--- config.mk ---
export PLATFORM = sky130hd
export DESIGN_NAME = mix_columns_seq
export DESIGN_NICKNAME = d
export VERILOG_FILES = /design/src/rtl/mix_columns_seq.sv
export SDC_FILE = /design/constraint.sdc
export NUM_CORES = 1
export LEC_CHECK = 0
export CELL_PAD_IN_SITES_DETAIL_PLACEMENT = 2
export CELL_PAD_IN_SITES_GLOBAL_PLACEMENT = 2
export CORE_ASPECT_RATIO = 0.75
export CORE_UTILIZATION = 31
export DETAILED_ROUTE_END_ITERATION = 10
export PLACE_DENSITY = 0.81
export REMOVE_ABC_BUFFERS = 1
export SYNTH_ARGS = -nofsm -noshare
export SYNTH_HDL_FRONTEND = slang
export SYNTH_SLANG_ARGS = --single-unit
--- constraint.sdc ---
create_clock -name clk -period 2.6 [get_ports clk]
set_input_delay 0.52 -clock clk [delete_from_list [all_inputs] [get_ports clk]]
set_output_delay 0.52 -clock clk [all_outputs]
set_load 0.01 [all_outputs]
--- src/rtl/mix_columns_seq.sv ---
// rtl/mix_columns_seq.sv - sequences an AES state one column per cycle through a shared MixColumns unit
module mix_columns_seq #(
  parameter bit BYPASS_EN = 1'b1
) (
  input  logic         clk,
  input  logic         rst_n,
  input  logic         in_valid,
  output logic         in_ready,
  input  logic [127:0] in_state,
  input  logic         in_bypass,
  output logic [31:0]  mc_col_out,
  input  logic [31:0]  mc_col_in,
  output logic         out_valid,
  input  logic         out_ready,
  output logic [127:0] out_state,
  output logic         busy,
  output logic [1:0]   col_idx
);

  typedef enum logic [1:0] {IDLE, RUN, DONE} state_t;

  state_t       state, state_nxt;
  logic [127:0] cap;
  logic         eff_bypass;

  assign eff_bypass = BYPASS_EN & in_bypass;

  always_ff @(posedge clk or negedge rst_n) begin
    if (!rst_n) begin
      state <= IDLE;
    end else begin
      state <= state_nxt;
    end
  end

  always_comb begin
    state_nxt = state;
    in_ready  = 1'b0;
    busy      = 1'b0;
    out_valid = 1'b0;
    case (state)
      IDLE: begin
        in_ready = 1'b1;
        if (in_valid) state_nxt = eff_bypass ? DONE : RUN;
      end
      RUN: begin
        busy = 1'b1;
        if (col_idx == 2'd3) state_nxt = DONE;
      end
      DONE: begin
        out_valid = 1'b1;
        if (out_ready) state_nxt = IDLE;
      end
      default: state_nxt = IDLE;
    endcase
  end

  // out_state is only flagged valid in DONE, so partial writes during RUN are never exposed
  always_ff @(posedge clk or negedge rst_n) begin
    if (!rst_n) begin
      cap       <= '0;
      out_state <= '0;
      col_idx   <= 2'd0;
    end else begin
      if (state == IDLE && in_valid) begin
        cap     <= in_state;
        col_idx <= 2'd0;
        if (eff_bypass) out_state <= in_state;
      end else if (state == RUN) begin
        for (int c = 0; c < 4; c++) begin
          if (col_idx == 2'(c)) out_state[127-32*c -: 32] <= mc_col_in;
        end
        col_idx <= col_idx + 2'd1;
      end
    end
  end

  always_comb begin
    mc_col_out = 32'h0;
    if (state == RUN) begin
      case (col_idx)
        2'd0:    mc_col_out = cap[127:96];
        2'd1:    mc_col_out = cap[95:64];
        2'd2:    mc_col_out = cap[63:32];
        default: mc_col_out = cap[31:0];
      endcase
    end
  end

endmodule

==> impl_metrics.yaml <==
run_status:
  outcome: "finished, violations left"
  violations: "negative setup slack"
global_route:
  grt.met1_usage: 0.3025
  grt-busiest-layer: "met2"
  globalRouteMet2Util: 0.4066
  grtUsageMet3: 0.04227
  grt_overflow: 0
  grt_pass1_vias: 11670
  grt_pass1_wl_um: 72790
  antenna_found_initial: 3
  grt_use_total: 0.2353
  grt_max_degree: 67
place:
  port-buffer-count: 329
  dp_hpwl_um: 31220
  place.gp.congestion: 0.7499
  placedInstanceArea_um2: 16600
drt:
  wl_um: 47840
  routed_via_density: 4.996
  drt-pass1-iter-count: 5
  post_drt_wl_per_cell_um: 23.68
  vias: 10090
  ant_nets: 0
  drc: 0
  drt_iter0_drc: 508
job:
  maxCapViolations: 0
finish:
  mostFrequentLayoutCells: "nand2_1 (420), clkdlybuf4s50_1 (295), dfrtp_1 (258)"
  nNetsFinal: 1646
  drive_gt1_frac: 0.2775
  post-route-cell-area_um2: 17800
  final_common_cell: "nand2_1"
  syn_to_final_growth_pct: 43.67
  finish.utilization: 0.4515
timing:
  hold_violations: 0
  setup_ws_ns: -0.1247
  timing.final.crit_share: 1.048
  max_slew_margin: 0.6738
  setup_viol: 24
  slew_violations: 0
  clock.fmax_mhz: 367.0
  rsz0062_at_grt: "true"
  clock_skew_ns: 0.01740
  fin_crit_ns: 2.725
  worst_slew_pin_slew_ns: 0.4893
yosys:
  synth_top_cell_by_area: "dfrtp_1"
  synth_top_area_frac: 0.5253
  synth_area_leaders: "dfrtp_1 (53%), mux2_2 (19%), nand2_1 (13%)"
  syn_avg_cell_area_um2: 10.90
  ys_seq_area_frac: 0.5253
  synth_cell_types: 25
  syn_area_um2: 12390
  yosysWarnings: 0
  ys_ff_latch: 260
  netlist_instances: 1136
critical_path:
  worstPathRequired_ns: 2.08
  cp_max_fo: 20
  start_kind: "flop"
  worstPathArrival_ns: 2.20
  end_kind: "output port"
  r2r_slack_ns: 0.23
  crit_type: "flop to output port"
clock_network:
  cts_sinks: 260
  cts_tree: "done"
  root_buffer: "clkbuf_16"
  clk_latency_ns: 0.56
  clk_path_buf_depth: 3
  cts_made_buffers: 29
  h-tree-depth: 1
  clk_pin_slew_ns: 0.06
die:
  core_area_um2: 39410
  ios: 330
  rows: 63
  die_w_um: 232.8
  dieHeight_um: 175.1
  start_util: 0.3143
  die_area_um2: 40770
worst_hold_path:
  hold_path.class: "flop to flop"
pwr:
  p_leak_nw: 7.951
  p_sw_w: 0.008286
  seqPwrFrac: 0.324
  ir_drop_uv: 526.2
  swShare: 0.3652
  p_int_w: 0.01441
  power_w: 0.02269
  power.density_nw_per_um2: 1275
  combPwrFrac: 0.491
  clkPwrFrac: 0.185
[power by group through the flow]
stage	combinational, W	clock [W]	sequential (W)
floorplan	0.00477	0	0.00747
global placement	0.0105	0	0.00722
detailed placement	0.0109	0	0.00738
CTS	0.0113	0.00430	0.00738
global route	0.0119	0.00444	0.00760
finish	0.0111	0.00420	0.00736
[Yosys cell counts]
master    number
nand2_1      421
dfrtp_1      260
mux2_2       210
mux2_4        46
buf_2         44
nor2_1        33
a222oi_1      32
o21a_1        32
clkbuf_1      25
buf_6          5
a21oi_1        4
buf_4          4
ha_1           4
inv_1          4
buf_1          2
a21o_1         1
nand2b_1       1
nand3_1        1
nand3b_1       1
nor2b_1        1
nor3b_1        1
o21ai_0        1
o22ai_1        1
o31ai_1        1
or3b_1         1
[per-layer routing]
layer,share of wire,vias to the layer above,wire length [µm]
met1,0.44,5235,20830
met3,0.045,74,2136
met4,0.023,4,1083
met2,0.50,255,23760
li1,-,4524,-
met5,0.00052,-,25
[critical path, stage by stage (launching register included)]
cell and delay (ns):
dfrtp_1 0.39, inv_2 0.09, ha_4 0.19, buf_12 0.17, a222oi_1 0.44, o21a_1 0.18, nor2_2 0.04, buf_2 0.16
[logic make-up after synthesis]
family                     after synthesis  synth area share
adders and majority gates                4          0.004041
DFF                                    260            0.5253
AOI/OAI and AO/OA                       72           0.04899
muxes                                  256            0.2467
and+or+nand+nor                        460            0.1409
buffers and inverters                   84           0.03414
[area by class of cell]
class                      instances  area (µm²)
fill                            4003       21620
sequential                       260        6509
multi-input combinational        792        5580
timing repair buffer             390        4085
clock buffer                      41       830.8
tap                              520       650.6
clock inverter                    12       120.1
inverter                           4       17.52
antenna                            1       2.502
[metrics by stage]
stage / TNS [ns] / worst slack (ns) / cells / hold slack [ns]
2_1_floorplan: -2882.86 / -13.37 / 1056 / 0.2244
3_3_place_gp: 0 / 0.1104 / 1949 / 0.4578
3_5_place_dp: 0 / 0.001436 / 1949 / 0.4659
4_1_cts: -2.624 / -0.1626 / 2019 / 0.4833
5_1_grt: -3.986 / -0.1764 / 2019 / 0.5100
6_report: -1.403 / -0.1247 / 2020 / 0.4786
[state kept, by name (all words and copies together) (netlist names)]
register   cells
cap          128
out_state    128
col_idx        2
state          2
[timing repair]
item                       in CTS  in global routing
pin swaps                      43                 27
buffers inserted                8                  0
hold buffers                    1                  0
gates cloned                    8                  0
resized for setup             153                  2
hold endpoints to repair       49                  0
setup endpoints to repair      33                 32
[path summary, 6_finish.rpt]
path,startpoint,to,cells past startpoint
max,col_idx[1]$_DFFE_PN0N_,mc_col_out[20],7
min,cap[24]$_DFFE_PN0P_,cap[24]$_DFFE_PN0P_,2
max reg2reg,col_idx[0]$_DFFE_PN0N_,out_state[23]$_DFFE_PN0P_,9
min reg2reg,cap[24]$_DFFE_PN0P_,cap[24]$_DFFE_PN0P_,2
max in group asynchronous,rst_n,out_state[72]$_DFFE_PN0P_,3
min in group asynchronous,rst_n,out_state[3]$_DFFE_PN0P_,2
Power figures use the tool's default switching activity.
